### config.mk
export PLATFORM = sky130hd
export DESIGN_NAME = kb_event_writer_flat
export DESIGN_NICKNAME = d
export VERILOG_FILES = /design/src/rtl/kb_event_writer_if.sv /design/src/rtl/kb_event_writer.sv /design/src/flat_wrapper.sv
export SDC_FILE = /design/constraint.sdc
export NUM_CORES = 1
export LEC_CHECK = 0
export BUFFER_PORTS_ARGS = -buffer_cell sky130_fd_sc_hd__buf_2
export CAP_MARGIN = 0
export CORE_ASPECT_RATIO = 1.5
export CORE_UTILIZATION = 49
export CTS_CLUSTER_SIZE = 12
export DETAILED_ROUTE_END_ITERATION = 12
export GPL_TIMING_DRIVEN = 0
export HOLD_SLACK_MARGIN = 0.06
export PLACE_DENSITY = 0.81
export RECOVER_POWER = 50
export SYNTH_ARGS = -nofsm -noshare
export SYNTH_HDL_FRONTEND = slang
export SYNTH_SLANG_ARGS = --single-unit
### constraint.sdc
create_clock -name clk -period 1.7 [get_ports clk]
set_input_delay 0.085 -clock clk [delete_from_list [all_inputs] [get_ports clk]]
set_output_delay 0.085 -clock clk [all_outputs]
set_load 0.01 [all_outputs]
### src/rtl/kb_event_writer_if.sv
`default_nettype none
// kb_event_writer_if: KB_INFO write port plus frame error pulse from the keyboard producer.
interface kb_event_writer_if;
   logic [31:0] kb_wraddr;
   logic [31:0] kb_wrdata;
   logic        kb_we;
   logic        frame_err;

   modport master (output kb_wraddr, output kb_wrdata, output kb_we, output frame_err);
   modport slave  (input  kb_wraddr, input  kb_wrdata, input  kb_we, input  frame_err);
endinterface
`default_nettype wire

### src/rtl/kb_event_writer.sv
`default_nettype none
// kb_event_writer: PS/2 device->host deserializer that folds E0/F0 prefixes, tracks modifiers and
// writes one packed event word per key event. Define KB_ASCII_EN to fill [23:16] with ASCII.
module kb_event_writer #(
   parameter logic [31:0] KB_INFO_ADDR   = 32'h0050_0000,
   parameter int          TIMEOUT_CYCLES = 50000
) (
   input  logic              clk,
   input  logic              rst,
   input  logic              ps2_clk,
   input  logic              ps2_data,
   kb_event_writer_if.master bus
);
   localparam int              TO_W    = $clog2(TIMEOUT_CYCLES + 1);
   localparam logic [TO_W-1:0] TO_LAST = TO_W'(TIMEOUT_CYCLES - 1);

   typedef enum logic [1:0] {S_IDLE, S_DATA, S_PARITY, S_STOP} state_t;

   state_t           state_q, state_d;
   logic [2:0]       ps2c_q, ps2c_d;
   logic [1:0]       ps2d_q, ps2d_d;
   logic [2:0]       bit_cnt_q, bit_cnt_d;
   logic [7:0]       shreg_q, shreg_d;
   logic             par_ok_q, par_ok_d;
   logic [TO_W-1:0]  to_cnt_q, to_cnt_d;
   logic             ext_q, ext_d, brk_q, brk_d;
   logic             shift_q, shift_d, ctrl_q, ctrl_d, caps_q, caps_d;
   logic [7:0]       seq_q, seq_d;
   logic [31:0]      wrdata_q, wrdata_d;
   logic             we_q, we_d, err_q, err_d;

   logic             fall, sample, byte_done;
   logic [7:0]       ascii;

`ifdef KB_ASCII_EN
   function automatic logic [7:0] ascii_lut(input logic [7:0] code, input logic upper,
                                            input logic shift);
      logic [7:0] lc;
      logic [7:0] a;
      case (code)
         8'h1C: lc = 8'h61;  8'h32: lc = 8'h62;  8'h21: lc = 8'h63;  8'h23: lc = 8'h64;
         8'h24: lc = 8'h65;  8'h2B: lc = 8'h66;  8'h34: lc = 8'h67;  8'h33: lc = 8'h68;
         8'h43: lc = 8'h69;  8'h3B: lc = 8'h6A;  8'h42: lc = 8'h6B;  8'h4B: lc = 8'h6C;
         8'h3A: lc = 8'h6D;  8'h31: lc = 8'h6E;  8'h44: lc = 8'h6F;  8'h4D: lc = 8'h70;
         8'h15: lc = 8'h71;  8'h2D: lc = 8'h72;  8'h1B: lc = 8'h73;  8'h2C: lc = 8'h74;
         8'h3C: lc = 8'h75;  8'h2A: lc = 8'h76;  8'h1D: lc = 8'h77;  8'h22: lc = 8'h78;
         8'h35: lc = 8'h79;  8'h1A: lc = 8'h7A;
         default: lc = 8'h00;
      endcase
      a = (lc != 8'h00 && upper) ? lc - 8'h20 : lc;
      // Digit row follows shift only; caps lock does not affect it.
      case (code)
         8'h45: a = shift ? 8'h29 : 8'h30;
         8'h16: a = shift ? 8'h21 : 8'h31;
         8'h1E: a = shift ? 8'h40 : 8'h32;
         8'h26: a = shift ? 8'h23 : 8'h33;
         8'h25: a = shift ? 8'h24 : 8'h34;
         8'h2E: a = shift ? 8'h25 : 8'h35;
         8'h36: a = shift ? 8'h5E : 8'h36;
         8'h3D: a = shift ? 8'h26 : 8'h37;
         8'h3E: a = shift ? 8'h2A : 8'h38;
         8'h46: a = shift ? 8'h28 : 8'h39;
         8'h29: a = 8'h20;
         8'h5A: a = 8'h0D;
         8'h66: a = 8'h08;
         8'h0D: a = 8'h09;
         default: ;
      endcase
      return a;
   endfunction
`endif

   assign fall   = ps2c_q[2] & ~ps2c_q[1];
   assign sample = ps2d_q[1];

   always_comb begin
      state_d   = state_q;
      ps2c_d    = {ps2c_q[1:0], ps2_clk};
      ps2d_d    = {ps2d_q[0], ps2_data};
      bit_cnt_d = bit_cnt_q;
      shreg_d   = shreg_q;
      par_ok_d  = par_ok_q;
      to_cnt_d  = (state_q == S_IDLE || fall) ? '0 : to_cnt_q + 1'b1;
      ext_d     = ext_q;
      brk_d     = brk_q;
      shift_d   = shift_q;
      ctrl_d    = ctrl_q;
      caps_d    = caps_q;
      seq_d     = seq_q;
      wrdata_d  = wrdata_q;
      we_d      = 1'b0;
      err_d     = 1'b0;
      byte_done = 1'b0;
      ascii     = 8'h00;

      if (state_q != S_IDLE && !fall && to_cnt_q == TO_LAST) begin
         state_d = S_IDLE;
         err_d   = 1'b1;
         ext_d   = 1'b0;
         brk_d   = 1'b0;
      end else if (fall) begin
         case (state_q)
            S_IDLE: if (!sample) begin
               state_d   = S_DATA;
               bit_cnt_d = 3'd0;
            end
            S_DATA: begin
               shreg_d   = {sample, shreg_q[7:1]};
               bit_cnt_d = bit_cnt_q + 3'd1;
               if (bit_cnt_q == 3'd7) state_d = S_PARITY;
            end
            S_PARITY: begin
               par_ok_d = ^{shreg_q, sample};
               state_d  = S_STOP;
            end
            default: begin
               state_d = S_IDLE;
               if (sample && par_ok_q) begin
                  byte_done = 1'b1;
               end else begin
                  err_d = 1'b1;
                  ext_d = 1'b0;
                  brk_d = 1'b0;
               end
            end
         endcase
      end

      // Decode happens in the stop-bit cycle so the write lands on the following edge.
      if (byte_done) begin
         if (shreg_q == 8'hE0) begin
            ext_d = 1'b1;
         end else if (shreg_q == 8'hF0) begin
            brk_d = 1'b1;
         end else if (!(shreg_q inside {8'hFA, 8'hAA, 8'hEE, 8'hFE, 8'h00, 8'hFF})) begin
            if ((shreg_q == 8'h12 || shreg_q == 8'h59) && !ext_q) shift_d = ~brk_q;
            if (shreg_q == 8'h14)                                 ctrl_d  = ~brk_q;
            if (shreg_q == 8'h58 && !brk_q)                       caps_d  = ~caps_q;
`ifdef KB_ASCII_EN
            ascii = (brk_q || ext_q) ? 8'h00 : ascii_lut(shreg_q, shift_d ^ caps_d, shift_d);
`endif
            seq_d    = seq_q + 8'd1;
            wrdata_d = {seq_d, ascii, 3'b000, caps_d, ctrl_d, shift_d, brk_q, ext_q, shreg_q};
            we_d     = 1'b1;
            ext_d    = 1'b0;
            brk_d    = 1'b0;
         end
      end
   end

   always_ff @(posedge clk) begin
      if (rst) begin
         state_q   <= S_IDLE;
         ps2c_q    <= 3'b111;
         ps2d_q    <= 2'b11;
         bit_cnt_q <= 3'd0;
         shreg_q   <= 8'h00;
         par_ok_q  <= 1'b0;
         to_cnt_q  <= '0;
         ext_q     <= 1'b0;
         brk_q     <= 1'b0;
         shift_q   <= 1'b0;
         ctrl_q    <= 1'b0;
         caps_q    <= 1'b0;
         seq_q     <= 8'h00;
         wrdata_q  <= 32'h0;
         we_q      <= 1'b0;
         err_q     <= 1'b0;
      end else begin
         state_q   <= state_d;
         ps2c_q    <= ps2c_d;
         ps2d_q    <= ps2d_d;
         bit_cnt_q <= bit_cnt_d;
         shreg_q   <= shreg_d;
         par_ok_q  <= par_ok_d;
         to_cnt_q  <= to_cnt_d;
         ext_q     <= ext_d;
         brk_q     <= brk_d;
         shift_q   <= shift_d;
         ctrl_q    <= ctrl_d;
         caps_q    <= caps_d;
         seq_q     <= seq_d;
         wrdata_q  <= wrdata_d;
         we_q      <= we_d;
         err_q     <= err_d;
      end
   end

   assign bus.kb_wraddr = KB_INFO_ADDR;
   assign bus.kb_wrdata = wrdata_q;
   assign bus.kb_we     = we_q;
   assign bus.frame_err = err_q;
endmodule
`default_nettype wire

### src/flat_wrapper.sv
// flat-port wrapper written by rule: the top's interface ports become plain ports
module kb_event_writer_flat 
#(
   parameter logic [31:0] KB_INFO_ADDR   = 32'h0050_0000,
   parameter int          TIMEOUT_CYCLES = 50000
)
  (clk, rst, ps2_clk, ps2_data, bus_kb_wraddr, bus_kb_wrdata, bus_kb_we, bus_frame_err);
  kb_event_writer_if bus_i ();
  input  logic clk;
  input  logic rst;
  input  logic ps2_clk;
  input  logic ps2_data;
  output wire logic [$bits(bus_i.kb_wraddr)-1:0] bus_kb_wraddr;
  output wire logic [$bits(bus_i.kb_wrdata)-1:0] bus_kb_wrdata;
  output wire logic [$bits(bus_i.kb_we)-1:0] bus_kb_we;
  output wire logic [$bits(bus_i.frame_err)-1:0] bus_frame_err;
  assign bus_kb_wraddr = bus_i.kb_wraddr;
  assign bus_kb_wrdata = bus_i.kb_wrdata;
  assign bus_kb_we = bus_i.kb_we;
  assign bus_frame_err = bus_i.frame_err;
  kb_event_writer #(.KB_INFO_ADDR(KB_INFO_ADDR), .TIMEOUT_CYCLES(TIMEOUT_CYCLES)) u_core (.clk(clk), .rst(rst), .ps2_clk(ps2_clk), .ps2_data(ps2_data), .bus(bus_i));
endmodule
==> impl_metrics.env <==
export IMPL_die_footprint_sq_um=6720
export IMPL_drt_initial_drc_count=163
export IMPL_power_share_clock=0.411
export IMPL_rsz_0062_raised_after_global_routing="true"
export IMPL_ys_flop_type="dfxtp_1"
export IMPL_share_seq_of_total_power=0.524
export IMPL_cp_endpoint_kind="flop"
export IMPL_drt_wl_total_mm=7.21
export IMPL_yosys_warnings=0
export IMPL_synth_edf_count=0
export IMPL_synth_yosys_seq_area_share=0.383
export IMPL_detailedRoute_firstPassIterationCount=5
export IMPL_p_sw_frac=0.240
export IMPL_violated_checks="negative setup slack"
export IMPL_run_status="complete, but fails checks"
export IMPL_io_buffer_count=26
export IMPL_syn_area_per_cell_sq_um=8.61
export IMPL_cts_sinks=60
export IMPL_ff2ff_setup_slack_ps=-50
export IMPL_reg2reg_from="u_core.to_cnt_q[0]"
export IMPL_floorplan_initialDensity=0.507
export IMPL_ios=70
export IMPL_drt_antenna_violating_nets=0
export IMPL_critical_path_class="reg -> reg"
export IMPL_dp_worst_setup_slack_ps=-169
export IMPL_core_area_sq_um=6170
export IMPL_grt_ovfl_total=0
export IMPL_cts_buffers=9
export IMPL_setup_tns_final_ps=-58.6
export IMPL_hpwlAfterDp_mm=4.49
export IMPL_slew_limit_headroom=0.611
export IMPL_synth_distinct_cells=49
export IMPL_p_leak_nw=1.65
export IMPL_timing_critical_path_fanout_max=4
export IMPL_setup_violations=3
export IMPL_worstPathRequired_ps=1930
export IMPL_routed_via_count=2720
export IMPL_tritoncts="done"
export IMPL_worst_r2r_endpoint="u_core.ext_q"
export IMPL_layout_nets=472
export IMPL_clk_latency_ps=340
export IMPL_setup_worst_path_start_class="flop"
export IMPL_avgViaCountPerCell=5.05
export IMPL_grt_start_max_net_pins=11
export IMPL_min_period_ps=1750
export IMPL_max_vdd_ir_drop_mv=0.597
export IMPL_grt_first_pass_wirelength_mm=10.9
export IMPL_finalCritPeriodShare=1.03
export IMPL_yosysTopAreaCellShare=0.383
export IMPL_drt_wirelength_per_cell_um=13.4
export IMPL_finClkSkew_ps=7.72
export IMPL_fp_dieH_um=99.9
export IMPL_power_report_internal_total_mw=2.04
export IMPL_synthesized_area_sq_um=3130
export IMPL_report_final_hold_viol_count=0
export IMPL_clockBufferDepth=2
export IMPL_comb_power_share=0.065
export IMPL_final_critical_path_setup_slack_ps=-49.8
export IMPL_switchingPower_mw=0.647
export IMPL_drc=0
export IMPL_synthToLayoutAreaGrowth_pct=28.7
export IMPL_min_delay_worst_type="in -> reg"
export IMPL_first_global_vias=2449
export IMPL_synth_top_cells_by_count="dfxtp_1, buf_4, nor2_1, a21oi_1, o21ai_0"
export IMPL_count_of_inserted_antenna_diode_cells=0
export IMPL_maxClockFrequency_mhz=571
export IMPL_drive_above_1_share=0.340
export IMPL_synthesis_instances=364
export IMPL_cts_root_buf="clkbuf_8"
export IMPL_post_layout_total_power_mw=2.69
export IMPL_yosys_register_bits=60
export IMPL_track_usage=0.217
export IMPL_core_rowCount=35
export IMPL_dp_cells=505
export IMPL_tightestPinTransition_ps=583
export IMPL_power_per_cell_area_nw_per_um2=667
export IMPL_final_max_slew_violation_count=0
export IMPL_yosysTopAreaCell="dfxtp_1"
export IMPL_post_route_util=0.653
export IMPL_data_arrival_at_the_endpoint_of_the_critical_path_ps=1980
export IMPL_place_congestion=0.800
export IMPL_max_cap_violations=0
export IMPL_synthMostInstantiatedCell="dfxtp_1"
export IMPL_async_reset_ff_frac=0
export IMPL_die_x_um=67.3
export IMPL_grt_antenna_before_repair=0
export IMPL_critical_path_startpoint="u_core.to_cnt_q[0]"
export IMPL_fin_cells=539
export IMPL_cts_htree_levels=3
export IMPL_worst_setup_hold_path_clk_slew_ps=70
export IMPL_worst_r2r_cell_count=7
export IMPL_post_synth_main_area_contributors="dfxtp_1, buf_4, a21oi_1"
export IMPL_crit_path_to="u_core.ext_q"
-- power by group through the flow --
stage / logic (mW) / registers, mW / clock network [mW]
after floorplan: 0.146 / 1.45 / 0
after global placement: 0.159 / 1.45 / 0
after detailed placement: 0.161 / 1.45 / 0
after CTS: 0.169 / 1.41 / 1.12
after global routing: 0.194 / 1.41 / 1.19
final: 0.176 / 1.41 / 1.10
-- metal layers --
layer	GRT usage	share of wire
met5	0	0
met4	0.123	0.029
met3	0.0534	0.053
met2	0.398	0.55
met1	0.213	0.36
-- how the worst min path moves through the flow --
stage | from | endpoint | slack, ps | cells after the start
final | rst | u_core.to_cnt_q[12] | 130 | 3
after global routing | rst | u_core.to_cnt_q[12] | 160 | 3
after CTS | rst | u_core.to_cnt_q[12] | 320 | 4
after detailed placement | ps2_data | u_core.ps2d_q[0] | 280 | 2
after global placement | ps2_clk | u_core.ps2c_q[0] | 280 | 2
after floorplan | ps2_clk | u_core.ps2c_q[0] | 190 | 1
-- cell usage in the layout, fill, tap and decap left out, types with 3 or more instances in the layout --
master / netlist / layout
xnor2_1: 12 / 12
or3_1: 11 / 9
dfxtp_2: 0 / 6
dfxtp_1: 60 / 50
conb_1: 2 / 43
or4_4: 0 / 3
or3b_2: 6 / 5
ha_1: 8 / 6
nand4_1: 6 / 6
inv_1: 12 / 12
a21oi_1: 28 / 21
o31ai_1: 3 / 3
clkbuf_2: 0 / 4
o21ai_0: 20 / 17
clkinv_2: 0 / 6
buf_2: 2 / 4
dfxtp_4: 0 / 4
nor3_1: 6 / 4
nand3_1: 10 / 10
clkbuf_1: 13 / 29
buf_6: 1 / 8
a21oi_2: 0 / 7
or2_2: 9 / 9
xor2_1: 6 / 6
nor2_1: 36 / 36
or3_4: 1 / 3
buf_4: 51 / 62
clkbuf_8: 0 / 10
mux2i_1: 8 / 8
nand2_1: 16 / 15
-- through the flow --
step / cell area [sq um] / hold slack, ps
2_1_floorplan: 3290 / 189
3_3_place_gp: 3520 / 284
3_5_place_dp: 3520 / 284
4_1_cts: 3920 / 317
5_1_grt: 4030 / 156
6_report: 4030 / 130
-- state kept, by name (all words and copies together), names as in the netlist, 2 cells and up --
signal / count
u_core.bus.kb_wrdata: 13
u_core.shreg_q: 8
u_core.ps2c_q: 3
u_core.to_cnt_q: 16
u_core.seq_q: 8
u_core.bit_cnt_q: 3
u_core.ps2d_q: 2
u_core.state_q: 2
-- area by class of cell --
class | instances | area [sq um]
Fill cell | 531 | 2140
Sequential cell | 60 | 1220
Multi-Input combinational cell | 265 | 1760
Clock inverter | 6 | 30.0
Tap cell | 74 | 92.6
Inverter | 13 | 48.8
Clock buffer | 10 | 138
Buffer | 64 | 478
Timing Repair Buffer | 47 | 262
-- kinds of logic (layout without fill, tap and decap cells) --
group,Yosys count,count (layout),synth area share
AO/OA/AOI/OAI,61,61,0.111
XOR/XNOR,19,19,0.0575
adder cells (fa/ha/maj),8,8,0.0320
buffers and inverters,80,140,0.160
flip-flops,60,60,0.383
multiplexers,9,9,0.0292
other,2,43,0.00240
AND/OR/NAND/NOR,125,125,0.224
-- critical path, stage by stage, from the launching register on --
cell and delay [ps]:
dfxtp_2 360, ha_4 140, and3_4 180, buf_6 90
nand4_1 110, or4_4 490, a22oi_2 190, o32ai_2 90
-- timing repair --
item / 4_1_cts / 5_1_grt
pin swaps: 10 / 14
setup buffers: 9 / 8
cloned: 3 / 0
gates resized for setup: 40 / 29
hold endpoints to repair: 2 / 0
endpoints found under the setup margin: 33 / 43
hold buffers: 2 / 0
No activity file was read; power rests on OpenSTA's default activity.
